==> src/rtl/moving_average_filter_cfg.sv <==
// Boxcar moving-average filter: mean of the last 2**k accepted samples, with a runtime window,
// signed/unsigned mode, optional round-half-up and a synchronous flush.
//
//   state  | meaning
//   S_FILL | fewer than N samples since the last flush; no results emitted
//   S_RUN  | window full; every accepted sample emits a result
module moving_average_filter_cfg #(
  parameter int DATA_WIDTH = 8,
  parameter int LOG2_NMAX  = 3,
  parameter int SIGNED     = 0,
  parameter int ROUND      = 0
) (
  input  logic                               clk,
  input  logic                               rst,
  input  logic                               clr,
  input  logic [$clog2(LOG2_NMAX+1)-1:0]     win_sel,
  input  logic                               in_valid,
  input  logic [DATA_WIDTH-1:0]              data_in,
  output logic                               out_valid,
  output logic [DATA_WIDTH-1:0]              data_out,
  output logic                               filled
);

  localparam int KW   = $clog2(LOG2_NMAX + 1);
  localparam int NMAX = 2 ** LOG2_NMAX;
  localparam int AW   = DATA_WIDTH + LOG2_NMAX;
  localparam int CW   = LOG2_NMAX + 1;
  localparam int PW   = LOG2_NMAX;

  typedef enum logic {S_FILL, S_RUN} state_t;

  state_t                state, state_d;
  logic [CW-1:0]         count, count_d;
  logic [AW-1:0]         acc, acc_d;
  logic [PW-1:0]         wr_ptr, wr_ptr_d;
  logic [KW-1:0]         k_reg, k_new, k_use;
  logic                  k_loaded;
  logic                  out_valid_d;
  logic [DATA_WIDTH-1:0] data_out_d;
  logic [DATA_WIDTH-1:0] mem [NMAX];

  logic                  flush, accept;
  logic [CW-1:0]         n_win;
  logic [PW-1:0]         old_idx;
  logic [AW-1:0]         ext_in, ext_old, acc_new, rnd, sum;
  logic [DATA_WIDTH-1:0] res_s, res_u;

  always_comb begin
    k_new   = (int'(win_sel) > LOG2_NMAX) ? KW'(LOG2_NMAX) : win_sel;
    // The very first clock after reset adopts win_sel without treating it as a window change.
    k_use   = k_loaded ? k_reg : k_new;
    flush   = clr || (k_loaded && (k_new != k_reg));
    accept  = in_valid && !flush;
    n_win   = CW'(1) << k_use;
    old_idx = wr_ptr - PW'(n_win);
    if (SIGNED != 0) begin
      ext_in  = {{LOG2_NMAX{data_in[DATA_WIDTH-1]}}, data_in};
      ext_old = {{LOG2_NMAX{mem[old_idx][DATA_WIDTH-1]}}, mem[old_idx]};
    end else begin
      ext_in  = {{LOG2_NMAX{1'b0}}, data_in};
      ext_old = {{LOG2_NMAX{1'b0}}, mem[old_idx]};
    end
    acc_new = acc + ext_in - ((state == S_RUN) ? ext_old : '0);
    rnd     = (ROUND != 0 && k_use != '0) ? (AW'(1) << (k_use - KW'(1))) : '0;
    sum     = acc_new + rnd;
    res_s   = DATA_WIDTH'($signed(sum) >>> k_use);
    res_u   = DATA_WIDTH'(sum >> k_use);

    state_d     = state;
    count_d     = count;
    acc_d       = acc;
    wr_ptr_d    = wr_ptr;
    out_valid_d = 1'b0;
    data_out_d  = data_out;

    if (flush) begin
      state_d  = S_FILL;
      count_d  = '0;
      acc_d    = '0;
      wr_ptr_d = '0;
    end else if (accept) begin
      wr_ptr_d = wr_ptr + PW'(1);
      acc_d    = acc_new;
      if (state == S_FILL) begin
        count_d = count + CW'(1);
        if (count_d == n_win) state_d = S_RUN;
      end
      if (state_d == S_RUN) begin
        out_valid_d = 1'b1;
        data_out_d  = (SIGNED != 0) ? res_s : res_u;
      end
    end
  end

  always_ff @(posedge clk or negedge rst) begin
    if (!rst) begin
      state     <= S_FILL;
      count     <= '0;
      acc       <= '0;
      wr_ptr    <= '0;
      k_reg     <= '0;
      k_loaded  <= 1'b0;
      out_valid <= 1'b0;
      data_out  <= '0;
    end else begin
      state     <= state_d;
      count     <= count_d;
      acc       <= acc_d;
      wr_ptr    <= wr_ptr_d;
      k_reg     <= k_new;
      k_loaded  <= 1'b1;
      out_valid <= out_valid_d;
      data_out  <= data_out_d;
    end
  end

  // History is never reset; only entries written since the last flush are read back.
  always_ff @(posedge clk) begin
    if (accept) mem[wr_ptr] <= data_in;
  end

  assign filled = (state == S_RUN);

endmodule

==> config.mk <==
export PLATFORM = sky130hd
export DESIGN_NAME = moving_average_filter_cfg
export DESIGN_NICKNAME = d
export VERILOG_FILES = /design/src/rtl/moving_average_filter_cfg.sv
export SDC_FILE = /design/constraint.sdc
export NUM_CORES = 1
export LEC_CHECK = 0
export CAP_MARGIN = 20
export CORE_ASPECT_RATIO = 0.9
export CORE_MARGIN = 3
export CORE_UTILIZATION = 45
export CTS_CLUSTER_DIAMETER = 40
export DETAILED_ROUTE_END_ITERATION = 8
export GPL_TIMING_DRIVEN = 1
export PLACE_DENSITY_LB_ADDON = 0.3
export SLEW_MARGIN = 25
export SYNTH_ARGS = -nofsm -noshare
export SYNTH_HDL_FRONTEND = slang
export SYNTH_SLANG_ARGS = --single-unit
==> constraint.sdc <==
create_clock -name clk -period 4.75 [get_ports clk]
set_input_delay 1.425 -clock clk [delete_from_list [all_inputs] [get_ports clk]]
set_output_delay 1.425 -clock clk [all_outputs]
set_load 0.01 [all_outputs]
==> reports/summary.json, run 1 <==
{
  "route.vias.total": 3443,
  "synthCells": 392,
  "initial_antenna_violation_count": 0,
  "largest_registers": "mem: 64 flops, acc: 11 flops, data_out: 8 flops",
  "vias_per_cell": 5.27,
  "timing.critical_path.from_type": "primary input",
  "cts_tree": "built",
  "finalInstanceArea_um2": 6820,
  "synth_edf_count": 64,
  "critPathRequiredTime_ps": 4970,
  "slew_viol_final": 0,
  "layout.cells.non_filler": 653,
  "setup_violations": 17,
  "crit_fanout": 8,
  "number_of_global_route_vias_before_repair": 3594,
  "failed_checks": "setup timing",
  "placement.cell_area_um2": 5970,
  "cts_hold_buf": 0,
  "layout-drive-gt1-share_pct": 38.7,
  "timing.critical_path.arrival_ps": 5790,
  "chipHeight_um": 106,
  "design.die.area_um2": 12500,
  "globalRouteTotalUtil_pct": 19.4,
  "critical_path.endpoint_type": "register",
  "sequential_cell_area_um2": 2700,
  "outcome": "finished with violations",
  "power.ir.vdd_worst_mv": 0.194,
  "dominantRegCellSynth": "sky130_fd_sc_hd__edfxtp_1",
  "drt_iter0_drc": 206,
  "io_buffer_count": 23,
  "period_needed_ps": 5560,
  "clk_pin_slew_ps": 60,
  "cts_sinks": 95,
  "routedLengthMet1_um": 5070,
  "final_antenna_net_count": 0,
  "cts_root_buffer": "sky130_fd_sc_hd__clkbuf_16",
  "power.density_nw_per_um2": 468,
  "routedWlPerCell_um": 18.1,
  "synthesized_area_per_cell_um2": 12.8,
  "route.met2.wl_um": 6070,
  "routed_wl_um": 11800,
  "yosys.cell_types.count": 58,
  "placement_rows": 36,
  "clkLatencyLatePin_ps": 340,
  "rsz_0062_raised_after_global_routing": "true",
  "initial_core_util_pct": 46.4,
  "worst_clock_skew_ps": 7.45,
  "floorplan.io_pins": 24,
  "max_slew.worst_pin.slew_ps": 785,
  "synth_seq_cells": 95,
  "top_layer_used": "met4",
  "crit_slowest_cell": "sky130_fd_sc_hd__fa_2",
  "numCtsBuffers": 9,
  "finalWorstSetupSlack_ps": -813,
  "maxSlewHeadroom_pct": 46.2,
  "fin_crit_sh_pct": 117,
  "cell_by_cell_trace_of_the_critical_path": "buf_6 -> mux2_4 -> nor2_8 -> ha_4 -> inv_2 -> fa_2 -> buf_12 -> buf_12 -> buf_6 -> mux4_2 -> mux2i_1 -> nor2_1 -> fa_1 -> inv_2 -> ha_4 -> nor2_1 -> a21oi_2 -> or3_1 -> o211a_1 -> mux4_2 -> mux2_4",
  "area_delta_synth_final_pct": 35.5,
  "holdCritPathClass": "reg2reg",
  "hold_slack_ps": 478,
  "dr_wl_met3_um": 478,
  "global_route_wire_length_before_repair_um": 18900,
  "crit_family": "multiplexers",
  "synth.net_count": 429,
  "overflow_left_after_global_routing": 0,
  "top_register": "mem",
  "multiInputGateArea_um2": 2480,
  "finalCoreUtilization_pct": 62.9,
  "share_of_yosys_cell_area_claimed_by_the_top_area_cell_type_pct": 38.2,
  "synthesis.yosys.warnings": 0,
  "max_reg_flops": 64,
  "maxCapViolations": 0,
  "post-place-ws_ps": -1620,
  "number_of_buffer_and_inverter_stages_on_the_critical_path": 6,
  "synth_area_leader_cell": "sky130_fd_sc_hd__edfxtp_1",
  "htree_num_levels": 3,
  "leakage_uw": 0.00275,
  "timing.critical_path.slowest_cell_delay_ps": 540,
  "place_congestion": 0.888,
  "nets": 533,
  "layout.filler_cells": 809,
  "die_width_um": 118,
  "synth_area_leaders": "sky130_fd_sc_hd__edfxtp_1 38%, sky130_fd_sc_hd__dfrtp_1 15%, sky130_fd_sc_hd__mux4_2 7.2%",
  "maximum_number_of_pins_on_one_net_before_global_route_repair": 32,
  "setup.worst_path.class": "in2reg",
  "synth-async-reset-ratio_pct": 32.6,
  "design.core.area_um2": 10900,
  "fmaxAchievable_mhz": 180,
  "cts-root-to-sink-buffers": 2,
  "drtPass1Iterations": 5,
  "dp.final_hpwl_um": 7630,
  "report.final.hold_viol_count": 0,
  "sequential_cell_area_fraction_in_the_yosys_report_pct": 53.6,
  "insertedDiodeCount": 0,
  "drcViolationCount": 0,
  "mappedNetlistArea_um2": 5040,
  "placedCellCount": 614
}
## cells in the mapped netlist, types with 3 or more instances
cell and instances:
sky130_fd_sc_hd__o21ai_0 6, sky130_fd_sc_hd__inv_1 41, sky130_fd_sc_hd__nor3b_1 5, sky130_fd_sc_hd__nand3_1 9, sky130_fd_sc_hd__nor3_1 4, sky130_fd_sc_hd__mux2i_1 21
sky130_fd_sc_hd__a21oi_1 19, sky130_fd_sc_hd__mux4_2 16, sky130_fd_sc_hd__buf_6 3, sky130_fd_sc_hd__a211oi_1 4, sky130_fd_sc_hd__clkbuf_1 6, sky130_fd_sc_hd__ha_1 14
sky130_fd_sc_hd__edfxtp_1 64, sky130_fd_sc_hd__nand2_1 18, sky130_fd_sc_hd__xnor2_1 8, sky130_fd_sc_hd__a21o_1 5, sky130_fd_sc_hd__fa_1 9, sky130_fd_sc_hd__mux2_2 5
sky130_fd_sc_hd__buf_2 3, sky130_fd_sc_hd__nor2_1 39, sky130_fd_sc_hd__nand2b_1 4, sky130_fd_sc_hd__dfrtp_1 31, sky130_fd_sc_hd__xor2_1 9
## layout by cell type (no fill, tap or decap), types with 3 or more instances in the layout
cell                              netlist  final
sky130_fd_sc_hd__mux2_4                 1      5
sky130_fd_sc_hd__nand2_1               18     16
sky130_fd_sc_hd__nor3b_1                5      5
sky130_fd_sc_hd__mux2i_1               21     19
sky130_fd_sc_hd__clkbuf_16              0      9
sky130_fd_sc_hd__buf_12                 0      4
sky130_fd_sc_hd__mux4_2                16     17
sky130_fd_sc_hd__edfxtp_1              64     64
sky130_fd_sc_hd__a21o_1                 5      4
sky130_fd_sc_hd__nand3_1                9      9
sky130_fd_sc_hd__ha_1                  14      6
sky130_fd_sc_hd__o21ai_1                1      3
sky130_fd_sc_hd__inv_1                 41     37
sky130_fd_sc_hd__fa_1                   9      7
sky130_fd_sc_hd__buf_6                  3     18
sky130_fd_sc_hd__clkdlybuf4s50_1        0     21
sky130_fd_sc_hd__inv_2                  0      4
sky130_fd_sc_hd__xnor2_1                8      3
sky130_fd_sc_hd__nor2_1                39     36
sky130_fd_sc_hd__a21oi_4                0      3
sky130_fd_sc_hd__a211oi_2               2      4
sky130_fd_sc_hd__dfrtp_1               31     31
sky130_fd_sc_hd__a21oi_2                0      7
sky130_fd_sc_hd__buf_4                  0     64
sky130_fd_sc_hd__ha_4                   0      7
sky130_fd_sc_hd__a21oi_1               19      9
sky130_fd_sc_hd__xor2_1                 9      8
sky130_fd_sc_hd__xnor2_4                1      3
sky130_fd_sc_hd__nand2b_4               0      3
sky130_fd_sc_hd__nor3_1                 4      4
sky130_fd_sc_hd__xnor2_2                0      3
## report_power, final
part	switching, µW	leakage [µW]	internal [µW]
clock network	322	0.000146	417
registers	36.6	0.000984	940
logic	663	0.00162	816
total	1020	0.00275	2170
## cell families after synthesis
family | synth area share (%)
and+or+nand+nor | 9.89
DFF | 53.6
AOI/OAI and AO/OA | 7.58
buffers and inverters | 4.79
muxes | 13.5
adders and majority gates | 7.06
xor gates and xnor gates | 3.50
other | 0.0745
## routing by layer
metal	vias up	track usage (%)
li1	1623	-
met1	1744	25.9
met2	63	33.0
met3	13	3.51
met4	0	5.69
met5	-	0
## repair_timing
item,in CTS,in global routing
pin swaps,24,22
setup endpoints to repair,18,17
buffers inserted,14,9
gates resized for setup,66,20
## stage by stage
step	TNS [ps]	total power (µW)
after floorplan	-8840	1620
after global placement	-20430	2030
after detailed placement	-21630	2040
after CTS	-8130	3020
after global routing	-11710	3340
final	-9290	3190
## final timing paths
check | from | to | slack, ps | cells after the start
max | win_sel[0] | data_out[6] | -810 | 21
min | data_out[3] | data_out[3] | 480 | 1
max reg2reg | k_loaded | data_out[6] | -160 | 20
min reg2reg | data_out[3] | data_out[3] | 480 | 1
max in group asynchronous | rst | filled | 2980 | 2
min in group asynchronous | rst | acc[9] | 1480 | 2
## area by class of cell
cell class | count | area share [%]
Sequential cell | 95 | 39.5
Multi-Input combinational cell | 240 | 36.4
Timing Repair Buffer | 108 | 14.5
Clock buffer | 10 | 3.36
Tap cell | 152 | 2.79
Inverter | 42 | 2.31
Clock inverter | 6 | 1.10
No activity file was read; power rests on OpenSTA's default activity.
==> inputs of run 2 (changes only) <==
- REMOVE_ABC_BUFFERS: default -> 1
==> reports/summary.json, run 2 (same netlist as run 1, synthesis figures left out) <==
{
  "numCtsBuffers": {"value": 9, "change": "unchanged"},
  "vias_per_cell": {"value": 5.34, "change": "+1.3%"},
  "rsz_0062_raised_after_global_routing": "true",
  "post-place-ws": {"value": -1750, "unit": "ps", "change": "-131 ps"},
  "top_register": "mem",
  "critPathRequiredTime": {"value": 4970, "unit": "ps", "change": "about the same"},
  "maxSlewHeadroom": {"value": 49.2, "unit": "%", "change": "+3.0 points"},
  "htree_num_levels": {"value": 3, "change": "unchanged"},
  "setup.reg_to_reg.worst_slack": {"value": -180, "unit": "ps", "change": "-20 ps"},
  "cts_sinks": {"value": 95, "change": "unchanged"},
  "worst_clock_skew": {"value": 9.94, "unit": "ps", "change": "+2.49 ps"},
  "io_buffer_count": {"value": 23, "change": "unchanged"},
  "area_delta_synth_final_pct": 34.2,
  "fmaxAchievable": {"value": 178, "unit": "MHz", "change": "-1.2%"},
  "placement_rows": {"value": 36, "change": "unchanged"},
  "routedWlPerCell": {"value": 18.4, "unit": "µm", "change": "+1.5%"},
  "crit_slowest_cell": "sky130_fd_sc_hd__fa_2",
  "drcViolationCount": {"value": 0, "change": "unchanged"},
  "report.final.hold_viol_count": {"value": 0, "change": "unchanged"},
  "fin_crit_sh": {"value": 118, "unit": "%", "change": "+1.4 points"},
  "critical_path.reg2reg.startpoint": "k_loaded",
  "leading_cell_types_in_the_layout_fill_and_taps_excluded": "64 x sky130_fd_sc_hd__edfxtp_1, 57 x sky130_fd_sc_hd__buf_4, 37 x sky130_fd_sc_hd__inv_1, 37 x sky130_fd_sc_hd__nor2_1, 31 x sky130_fd_sc_hd__dfrtp_1",
  "clkLatencyLatePin": {"value": 340, "unit": "ps", "change": "about the same"},
  "timing.critical_path.from_type": "primary input",
  "outcome": "finished with violations",
  "design.die.area": {"value": 12500, "unit": "µm²", "change": "unchanged"},
  "timing.critical_path.arrival": {"value": 5850, "unit": "ps", "change": "+60 ps"},
  "crit_fanout": {"value": 5, "change": "-3"},
  "die_width": {"value": 118, "unit": "µm", "change": "unchanged"},
  "layout.filler_cells": {"value": 798, "change": "-1.4%"},
  "mostFrequentLayoutCell": "sky130_fd_sc_hd__edfxtp_1",
  "setup.worst_path.class": "in2reg",
  "overflow_left_after_global_routing": {"value": 0, "change": "unchanged"},
  "slew_viol_final": {"value": 0, "change": "unchanged"},
  "setup_violations": {"value": 17, "change": "unchanged"},
  "timing.critical_path.slowest_cell_delay": {"value": 580, "unit": "ps", "change": "+40 ps"},
  "drt_iter0_drc": {"value": 207, "change": "+0.49%"},
  "globalRouteTotalUtil": {"value": 19.1, "unit": "%", "change": "-0.32 points"},
  "cts-root-to-sink-buffers": {"value": 2, "change": "unchanged"},
  "final_antenna_net_count": {"value": 0, "change": "unchanged"},
  "design.core.area": {"value": 10900, "unit": "µm²", "change": "unchanged"},
  "cell_by_cell_trace_of_the_critical_path": "buf_6 -> mux2_4 -> nor2_8 -> ha_4 -> inv_2 -> fa_2 -> buf_6 -> mux4_2 -> mux2i_1 -> nor2_1 -> fa_1 -> inv_2 -> ha_4 -> o21ai_2 -> a21oi_1 -> or3_1 -> o211a_1 -> mux4_2 -> mux2_4",
  "routed_wl": {"value": 11900, "unit": "µm", "change": "+0.42%"},
  "chipHeight": {"value": 106, "unit": "µm", "change": "unchanged"},
  "floorplan.io_pins": {"value": 24, "change": "unchanged"},
  "power.density": {"value": 466, "unit": "nW/µm²", "change": "-0.43%"},
  "nets": {"value": 526, "change": "-1.3%"},
  "clk_pin_slew": {"value": 70, "unit": "ps", "change": "about the same"},
  "global_route_wire_length_before_repair": {"value": 18600, "unit": "µm", "change": "-1.8%"},
  "dp.final_hpwl": {"value": 7520, "unit": "µm", "change": "-1.4%"},
  "failed_checks": "setup timing",
  "number_of_global_route_vias_before_repair": {"value": 3624, "change": "+0.83%"},
  "critical_path.endpoint_type": "register",
  "drtPass1Iterations": {"value": 4, "change": "-1"},
  "cts_hold_buf": {"value": 0, "change": "unchanged"},
  "route.vias.total": {"value": 3451, "change": "+0.23%"},
  "layout-drive-gt1-share": {"value": 37.0, "unit": "%", "change": "-1.7 points"},
  "finalCoreUtilization": {"value": 62.3, "unit": "%", "change": "-0.58 points"},
  "insertedDiodeCount": {"value": 0, "change": "unchanged"},
  "crit_path_start": "win_sel[1]",
  "cts_root_buffer": "sky130_fd_sc_hd__clkbuf_16",
  "cts_tree": "built",
  "max_reg_flops": {"value": 64, "change": "unchanged"},
  "period_needed": {"value": 5630, "unit": "ps", "change": "+65.2 ps"},
  "hold_slack": {"value": 479, "unit": "ps", "change": "+1.84 ps"},
  "worst_hold_startpoint": "data_out[3]",
  "place_congestion": {"value": 0.814, "change": "-8.4%"},
  "initial_antenna_violation_count": {"value": 0, "change": "unchanged"},
  "largest_registers": "mem: 64 flops, acc: 11 flops, data_out: 8 flops",
  "maximum_number_of_pins_on_one_net_before_global_route_repair": {"value": 32, "change": "unchanged"},
  "leakage": {"value": 0.00271, "unit": "µW", "change": "-1.3%"},
  "maxCapViolations": {"value": 0, "change": "unchanged"},
  "max_slew.worst_pin.slew": {"value": 740, "unit": "ps", "change": "-44.4 ps"},
  "power.ir.vdd_worst": {"value": 0.244, "unit": "mV", "change": "+26%"},
  "holdCritPathClass": "reg2reg",
  "finalWorstSetupSlack": {"value": -878, "unit": "ps", "change": "-65.2 ps"},
  "initial_core_util": {"value": 46.4, "unit": "%", "change": "unchanged"}
}
run 2: cell count changes in the layout (fill, tap and decap cells not counted), moves of 2 or more:
cell / before / now
sky130_fd_sc_hd__a21oi_1: 9 / 11
sky130_fd_sc_hd__and2_2: 2 / 0
sky130_fd_sc_hd__buf_4: 64 / 57
sky130_fd_sc_hd__nand2b_1: 1 / 3
sky130_fd_sc_hd__nand2b_4: 3 / 1
sky130_fd_sc_hd__and2_4: 1 / 3
run 2: layout make-up:
type	count	area [µm²]	area share (%)
Clock buffer	9	225	3.33
Clock inverter	7	87.6	1.30
Inverter	42	158	2.33
Multi-Input combinational cell	240	2470	36.5
Sequential cell	95	2700	39.9
Tap cell	152	190	2.81
Timing Repair Buffer	101	935	13.8
run 2: what timing repair did:
action,CTS,global route
gates cloned,1,0
setup buffers,14,5
pin swaps,32,19
hold endpoints to repair,0,0
resized for setup,76,21
endpoints found under the setup margin,18,17
run 2: through the flow:
stage	instances	instance area, µm²	total power [µW]	setup TNS [ps]
floorplan	377	4950	1530	-12380
global placement	612	5870	1940	-21970
detailed placement	612	5870	1960	-22980
CTS	642	6640	3010	-8350
global route	646	6760	3300	-11540
finish	646	6760	3150	-9230
run 2: path summary, 6_finish.rpt:
kind	depth (start not counted)	to
max	19	data_out[6]
min	1	data_out[3]
max reg2reg	18	data_out[6]
min reg2reg	1	data_out[3]
max in group asynchronous	2	data_out[1]
min in group asynchronous	2	acc[9]
run 2: where the power goes:
part	total, µW	internal, µW	switching (µW)
clock network	743	418	325
registers	976	940	35.6
logic	1430	770	662
total	3150	2130	1020
run 2: worst max-delay path: cells and delay by family:
family	cells	cell delay [ps]
compound gates	3	510
fa+ha+maj	4	1490
buf+inv	4	320
mux	5	1550
simple gates	3	550
run 2: per-layer routing:
metal / wire, µm / vias up / global-route usage [%]
met4: 242 / 0 / 6.69
met5: 0 / - / 0
met3: 453 / 24 / 3.83
met2: 5860 / 73 / 32.9
met1: 5300 / 1748 / 24.4
li1: - / 1606 / -
==> inputs of run 3 (changes only) <==
- CORE_ASPECT_RATIO: 0.9 -> 0.5
- CORE_UTILIZATION: 45 -> 40
==> reports/summary.json, run 3 (same netlist as run 1, synthesis figures left out) <==
{
  "outcome": "finished with violations",
  "failed_checks": "setup timing",
  "design.die.area": {"value": 14100, "unit": "µm²", "change": "+12%"},
  "routed_wl": {"value": 11300, "unit": "µm", "change": "-4.9%"},
  "crit_fanout": {"value": 6, "change": "+1"},
  "clkLatencyLatePin": {"value": 340, "unit": "ps", "change": "about the same"},
  "worst_hold_startpoint": "data_out[2]",
  "insertedDiodeCount": {"value": 0, "change": "unchanged"},
  "initial_antenna_violation_count": {"value": 0, "change": "unchanged"},
  "routedWlPerCell": {"value": 16.9, "unit": "µm", "change": "-8.0%"},
  "critPathRequiredTime": {"value": 4980, "unit": "ps", "change": "about the same"},
  "slew_viol_final": {"value": 0, "change": "unchanged"},
  "report.final.hold_viol_count": {"value": 0, "change": "unchanged"},
  "worst_clock_skew": {"value": 11.7, "unit": "ps", "change": "+1.75 ps"},
  "finalCoreUtilization": {"value": 55.9, "unit": "%", "change": "-6.4 points"},
  "drcViolationCount": {"value": 0, "change": "unchanged"},
  "rsz_0062_raised_after_global_routing": "true",
  "period_needed": {"value": 5590, "unit": "ps", "change": "-34.4 ps"},
  "cts_sinks": {"value": 95, "change": "unchanged"},
  "max_reg_flops": {"value": 64, "change": "unchanged"},
  "timing.critical_path.from_type": "primary input",
  "maximum_number_of_pins_on_one_net_before_global_route_repair": {"value": 32, "change": "unchanged"},
  "initial_core_util": {"value": 41.8, "unit": "%", "change": "-4.6 points"},
  "whs_path_depth": {"value": 1, "change": "unchanged"},
  "nets": {"value": 535, "change": "+1.7%"},
  "drtPass1Iterations": {"value": 4, "change": "unchanged"},
  "leading_cell_types_in_the_layout_fill_and_taps_excluded": "72 x sky130_fd_sc_hd__buf_4, 64 x sky130_fd_sc_hd__edfxtp_1, 35 x sky130_fd_sc_hd__inv_1, 35 x sky130_fd_sc_hd__nor2_1, 31 x sky130_fd_sc_hd__dfrtp_1",
  "timing.critical_path.arrival": {"value": 5820, "unit": "ps", "change": "-30 ps"},
  "setup_violations": {"value": 17, "change": "unchanged"},
  "leakage": {"value": 0.00274, "unit": "µW", "change": "+0.77%"},
  "worstRegToRegCells": {"value": 19, "change": "+1"},
  "floorplan.io_pins": {"value": 24, "change": "unchanged"},
  "number_of_global_route_vias_before_repair": {"value": 3507, "change": "-3.2%"},
  "mostFrequentLayoutCell": "sky130_fd_sc_hd__buf_4",
  "cts_root_buffer": "sky130_fd_sc_hd__clkbuf_16",
  "fin_crit_sh": {"value": 118, "unit": "%", "change": "-0.72 points"},
  "fmaxAchievable": {"value": 179, "unit": "MHz", "change": "+0.62%"},
  "top_register": "mem",
  "setup.worst_path.class": "in2reg",
  "placement_rows": {"value": 28, "change": "-22%"},
  "endpoint_of_the_worst_hold_timing_path": "data_out[2]",
  "clk_pin_slew": {"value": 70, "unit": "ps", "change": "about the same"},
  "htree_num_levels": {"value": 3, "change": "unchanged"},
  "area_delta_synth_final_pct": 33.8,
  "terminus_of_the_critical_flop_to_flop_path": "data_out[6]",
  "finalWorstSetupSlack": {"value": -844, "unit": "ps", "change": "+34.4 ps"},
  "design.core.area": {"value": 12100, "unit": "µm²", "change": "+11%"},
  "largest_registers": "mem: 64 flops, acc: 11 flops, data_out: 8 flops",
  "io_buffer_count": {"value": 23, "change": "unchanged"},
  "setup.reg_to_reg.worst_slack": {"value": -140, "unit": "ps", "change": "+40 ps"},
  "cts_tree": "built",
  "power.total": {"value": 3010, "unit": "µW", "change": "-4.6%"},
  "cts_hold_buf": {"value": 0, "change": "unchanged"},
  "power.density": {"value": 446, "unit": "nW/µm²", "change": "-4.3%"},
  "vias_per_cell": {"value": 5.05, "change": "-5.5%"},
  "holdCritPathClass": "reg2reg",
  "dp.final_hpwl": {"value": 7680, "unit": "µm", "change": "+2.1%"},
  "globalRouteTotalUtil": {"value": 17.3, "unit": "%", "change": "-1.8 points"},
  "power.ir.vdd_worst": {"value": 0.168, "unit": "mV", "change": "-31%"},
  "overflow_left_after_global_routing": {"value": 0, "change": "unchanged"},
  "cts-root-to-sink-buffers": {"value": 2, "change": "unchanged"},
  "global_route_wire_length_before_repair": {"value": 18500, "unit": "µm", "change": "-0.71%"},
  "critical_path.endpoint_type": "register",
  "critical_path.reg2reg.startpoint": "k_loaded",
  "die_width": {"value": 165, "unit": "µm", "change": "+40%"},
  "route.vias.total": {"value": 3373, "change": "-2.3%"},
  "maxCapViolations": {"value": 0, "change": "unchanged"},
  "place_congestion": {"value": 0.843, "change": "+3.6%"},
  "hold_slack": {"value": 479, "unit": "ps", "change": "-0.467 ps"},
  "numCtsBuffers": {"value": 9, "change": "unchanged"},
  "layout-drive-gt1-share": {"value": 38.2, "unit": "%", "change": "+1.1 points"},
  "drt_iter0_drc": {"value": 256, "change": "+24%"},
  "chipHeight": {"value": 85.3, "unit": "µm", "change": "-20%"},
  "final_antenna_net_count": {"value": 0, "change": "unchanged"}
}
## run 3: stage by stage
step / cell area [µm²] / cells / worst slack, ps / TNS [ps]
after floorplan: 4950 / 377 / -1220 / -12380
after global placement: 5960 / 634 / -1630 / -22090
after detailed placement: 5960 / 634 / -1720 / -23050
after CTS: 6590 / 662 / -898 / -9080
after global routing: 6740 / 668 / -989 / -12000
final: 6740 / 668 / -844 / -9400
## run 3: cell type report
| class | count | area (µm²) |
|---|---|---|
| clock inverter | 7 | 56.3 |
| multi-input combinational | 240 | 2410 |
| fill | 990 | 5320 |
| inverter | 42 | 158 |
| clock buffer | 9 | 225 |
| sequential | 95 | 2700 |
| timing repair buffer | 110 | 983 |
| tap | 165 | 206 |
## run 3: per-layer routing
metal / wire (µm) / part of all wire (%) / global-route usage, %
met3: 561 / 5.0 / 3.56
met2: 5340 / 47 / 26.6
met5: 0 / 0 / 0
met1: 5340 / 47 / 25.2
met4: 44 / 0.39 / 4.41
## run 3: worst max-delay path by stage
| stage | startpoint | slack [ps] | depth (start not counted) | to |
|---|---|---|---|---|
| floorplan | win_sel[1] | -1220 | 17 | data_out[6] |
| global placement | win_sel[1] | -1630 | 19 | data_out[6] |
| detailed placement | win_sel[1] | -1720 | 22 | data_out[7] |
| CTS | win_sel[1] | -900 | 20 | data_out[6] |
| global route | win_sel[1] | -990 | 20 | data_out[6] |
| finish | win_sel[1] | -840 | 20 | data_out[6] |
## run 3: repair_timing
| item | 4_1_cts | 5_1_grt |
|---|---|---|
| resized for setup | 65 | 22 |
| buffers inserted | 15 | 6 |
| pin swaps | 31 | 18 |
| endpoints found under the setup margin | 18 | 17 |
## run 3: critical path, cell delays in order
cell and delay (ps):
sky130_fd_sc_hd__buf_6 90, sky130_fd_sc_hd__mux2_4 310, sky130_fd_sc_hd__nor2_8 150, sky130_fd_sc_hd__ha_4 140, sky130_fd_sc_hd__inv_2 30, sky130_fd_sc_hd__fa_1 470
sky130_fd_sc_hd__buf_12 160, sky130_fd_sc_hd__buf_12 120, sky130_fd_sc_hd__mux4_2 270, sky130_fd_sc_hd__mux2i_1 150, sky130_fd_sc_hd__nor2_1 70, sky130_fd_sc_hd__fa_1 540
sky130_fd_sc_hd__inv_1 60, sky130_fd_sc_hd__ha_1 260, sky130_fd_sc_hd__a21o_1 180, sky130_fd_sc_hd__and4_4 190, sky130_fd_sc_hd__o211a_1 200, sky130_fd_sc_hd__o211a_1 250
sky130_fd_sc_hd__mux4_2 460, sky130_fd_sc_hd__mux2_4 270
## run 3: power breakdown
group	internal, µW	total (µW)	switching [µW]
combinational	746	1340	595
clock	362	689	327
sequential	940	977	36.8
==> edit 1 (settings of run 2) <==
Change the parameter `LOG2_NMAX` from 3 to 5.
--- a/src/rtl/moving_average_filter_cfg.sv
+++ b/src/rtl/moving_average_filter_cfg.sv
@@ -6,7 +6,7 @@
 //   S_RUN  | window full; every accepted sample emits a result
 module moving_average_filter_cfg #(
   parameter int DATA_WIDTH = 8,
-  parameter int LOG2_NMAX  = 3,
+  parameter int LOG2_NMAX  = 5,
   parameter int SIGNED     = 0,
   parameter int ROUND      = 0
 ) (
Interface: changed (resized win_sel); port bits go from 24 to 25. No check against the original RTL was run, so the function may have changed too.
==> edit 1 against run 2 <==
  * Global-route usage is 0.90 points higher
  * Via count grew 140%
  * Largest cell class unchanged
  * Sequential share of layout area rose by 11 points
  * Critical path depth increased by 7
  * Routed wire length grew to 2.6 times the old value
  * Critical endpoint is now data_out[1]
  * Setup slack worse by 0.91 ns
  * Cell area rose to 2.5 times the old value
  * The run still ends with negative setup slack left
  * Sequential power rose to 3.0 times the old value
  * Sequential cell count is 199 higher
  * Critical path type unchanged
  * Clock power rose to 3.7 times the old value
  * Area after synthesis rose to 2.6 times the old value
  * Total power grew to 2.5 times the old value
  * Die area rose to 2.5 times the old value
==> edit 1: results (changes against run 2) <==
seq pwr: 2.91 mW (+200%)
Num CTS Buffers: 38 (+29)
Reg2Reg Capture Point: data_out[1]
Setup WS post-layout: -1.79 ns (-0.913 ns)
Tot GR Track Use: 0.200 (+0.00897)
failing checks: negative setup slack
clock buffer depth: 3 (+1)
drt wl/cell: 21.3 um (+16%)
global-route wire length before repair: 49100 um (+160%)
Hold Startpoint: data_out[2]
Placed Area: 15100 um^2 (+160%)
vias in the first global route: 8542 (+140%)
Max VDD drop: 0.000396 V (+62%)
Routability Congestion: 0.826 (+1.5%)
status: finished, violations left
reg-to-reg slack, setup: -1.16 ns (-0.98 ns)
M1 WL: 13500 um (+150%)
Setup-failing EPs final: 20 (+3)
biggest regs: mem: 256 flops, acc: 13 flops, data_out: 8 flops
met3 wire len: 2090 um (+360%)
Tot Pwr: 7.90 mW (+150%)
async set or reset register ratio after synthesis: 0.129 (-0.197)
CTS resizes: 71 (-6.6%)
cells taking the most area after synthesis: edfxtp_1 58%, mux4_2 11%, dfrtp_1 7.1%
final setup TNS: -25.68 ns (-16.45 ns)
## edit 1: cell type report
class,count,share of cell area
Clock buffer,43,0.0580
Timing Repair Buffer,195,0.105
Inverter,44,0.00967
Clock inverter,23,0.0124
Sequential cell,294,0.506
Multi-Input combinational cell,470,0.281
Tap cell,396,0.0290
## edit 1: critical path, stage by stage
cell and delay [ns]:
buf_6 0.09, a21o_1 0.19, mux2_4 0.29, nor3_4 0.17
ha_4 0.17, fa_2 0.49, buf_12 0.16, buf_12 0.13
buf_16 0.14, buf_6 0.11, mux4_2 0.28, mux2_4 0.31
o211a_1 0.25, o21ai_2 0.15, fa_1 0.46, ha_4 0.18
a21o_1 0.20, a21oi_2 0.21, buf_4 0.17, and4b_2 0.27
nor3_2 0.05, buf_4 0.14, mux4_2 0.46, and2_1 0.17
o21ai_0 0.14, o21ai_1 0.08
## edit 1: layer usage
metal / up-vias / global-route usage
met5: - / 0
met4: 0 / 0.0496
met3: 58 / 0.0345
met2: 273 / 0.326
met1: 4163 / 0.286
li1: 3674 / -
==> edit 2 (config.mk and constraints of run 2) <==
Made on the original files. Remove the register `out_valid`: a continuous assignment takes its place, so the output `out_valid` follows one clock earlier.
--- a/src/rtl/moving_average_filter_cfg.sv
+++ b/src/rtl/moving_average_filter_cfg.sv
@@ -100,7 +100,6 @@
       wr_ptr    <= '0;
       k_reg     <= '0;
       k_loaded  <= 1'b0;
-      out_valid <= 1'b0;
       data_out  <= '0;
     end else begin
       state     <= state_d;
@@ -109,10 +108,11 @@
       wr_ptr    <= wr_ptr_d;
       k_reg     <= k_new;
       k_loaded  <= 1'b1;
-      out_valid <= out_valid_d;
       data_out  <= data_out_d;
     end
   end
+
+  assign out_valid = out_valid_d;
 
   // History is never reset; only entries written since the last flush are read back.
   always_ff @(posedge clk) begin
Function: changed (a bounded check fails within 4 cycles, from zero or initial values and one cycle with rst low).
==> edit 2 against run 2 <==
  * Synthesized cell count down 0.26%
  * Sequential cell count is 1 lower
  * Fmax is 1.2% higher
  * Routed wire length grew 3.0%
  * Largest cell class unchanged
  * First-iteration DRC count fell by 7.7%
  * Setup slack gained 0.066 ns
  * Combinational power grew 3%
  * Cell area is 0.50% higher
  * Area after synthesis decreased by 0.50%
  * The run still ends with negative setup slack left
  * Core utilization rose by 2.1 points
  * Total power decreased by 0.51%
  * Via count grew 1.9%
==> edit 2: results (changes against run 2) <==
grt met2 use: 0.352 (+0.0230)
hold depth: 2 (+1)
async set or reset register ratio after synthesis: 0.319 (-0.00717)
final WL: 12200 um (+3.0%)
Crit. Startpoint: win_sel[0]
Max Clock Skew: 0.00905 ns (-0.000884 ns)
Compound-Gate Fraction of Synth Area: 0.0762 (+0.000378)
CP max FO: 8 (+3)
sw frac: 0.330 (+0.00548)
# port buffers: 23 (unchanged)
Tot GR Track Use: 0.206 (+0.0151)
placed insts: 612 (unchanged)
met1 global-route usage: 0.278 (+0.0343)
Setup-failing EPs final: 17 (unchanged)
most frequent cells after synthesis: 64 x edfxtp_1, 41 x inv_1, 39 x nor2_1
critical path arrival: 5.79 ns (-0.06 ns)
total setup buffers inserted after CTS: 17 (+3)
Hold Path End: data_out[0]
status: finished, violations left
final hold slack: 0.484 ns (+0.00505 ns)
met3 wire len: 521 um (+15%)
largest net degree at the start of global routing: 31 (-3.1%)
initial DRC count: 191 (-7.7%)
pre-CTS setup slack: -1.76 ns (-0.00993 ns)
Setup WS post-layout: -0.812 ns (+0.0658 ns)
Yosys Warn Count: 0 (unchanged)
Placed Area: 5860 um^2 (-0.30%)
synthesized instance count: 391 (-0.26%)
mux cell area share after synthesis: 0.136 (+0.000676)
M1 WL: 5120 um (-3.4%)
Leakage: 2.72 nW (+0.36%)
xor/xnor share of the synthesized area: 0.0352 (+0.000175)
met3 Use GR: 0.0353 (-0.00301)
Filler Cells Inserted: 767 (-3.9%)
share of layout cells above drive strength 1: 0.402 (+0.0312)
final setup TNS: -7.94 ns (+1.29 ns)
reg-to-reg slack, setup: -0.14 ns (+0.04 ns)
CTS resizes: 79 (+3.9%)
Max VDD drop: 0.000244 V (-0.17%)
global-route wire length before repair: 19500 um (+5.1%)
Routability Congestion: 0.842 (+3.5%)
vias in the first global route: 3697 (+2.0%)
cells taking the most area after synthesis: edfxtp_1 38%, dfrtp_1 15%, mux4_2 7.2%
Critical Path Sink: data_out[6]
DR WL met2: 6470 um (+10%)
area share of fa/ha/maj cells after synthesis: 0.0709 (+0.000352)
via count: 3517 (+1.9%)
final non-filler cell total: 646 (unchanged)
failing checks: negative setup slack
Hold Startpoint: data_out[0]
post-synthesis sequential area ratio: 0.533 (-0.00232)
DP HPWL: 7840 um (+4.3%)
Final #Nets: 530 (+0.76%)
## edit 2: power groups by stage
stage          Combinational, mW  Sequential (mW)  Clock [mW]
2_1_floorplan              0.530            0.993           0
3_3_place_gp               0.956            0.983           0
3_5_place_dp               0.970            0.985           0
4_1_cts                     1.28            0.969       0.712
5_1_grt                     1.56            0.977       0.746
6_report                    1.47            0.970       0.700
## edit 2: layout make-up
| cell class | instances | area, um^2 | area share |
|---|---|---|---|
| clock buffer | 10 | 239 | 0.0352 |
| clock inverter | 6 | 50.0 | 0.00737 |
| inverter | 42 | 158 | 0.0232 |
| tap | 148 | 185 | 0.0273 |
| timing repair buffer | 106 | 960 | 0.141 |
| sequential | 94 | 2670 | 0.393 |
| multi-input combinational | 240 | 2530 | 0.372 |
## edit 2: worst min-delay path, cell delays in order (launching register included)
cell and delay, ns:
dfrtp_1 0.34, nand2_1 0.05, o21ai_1 0.06
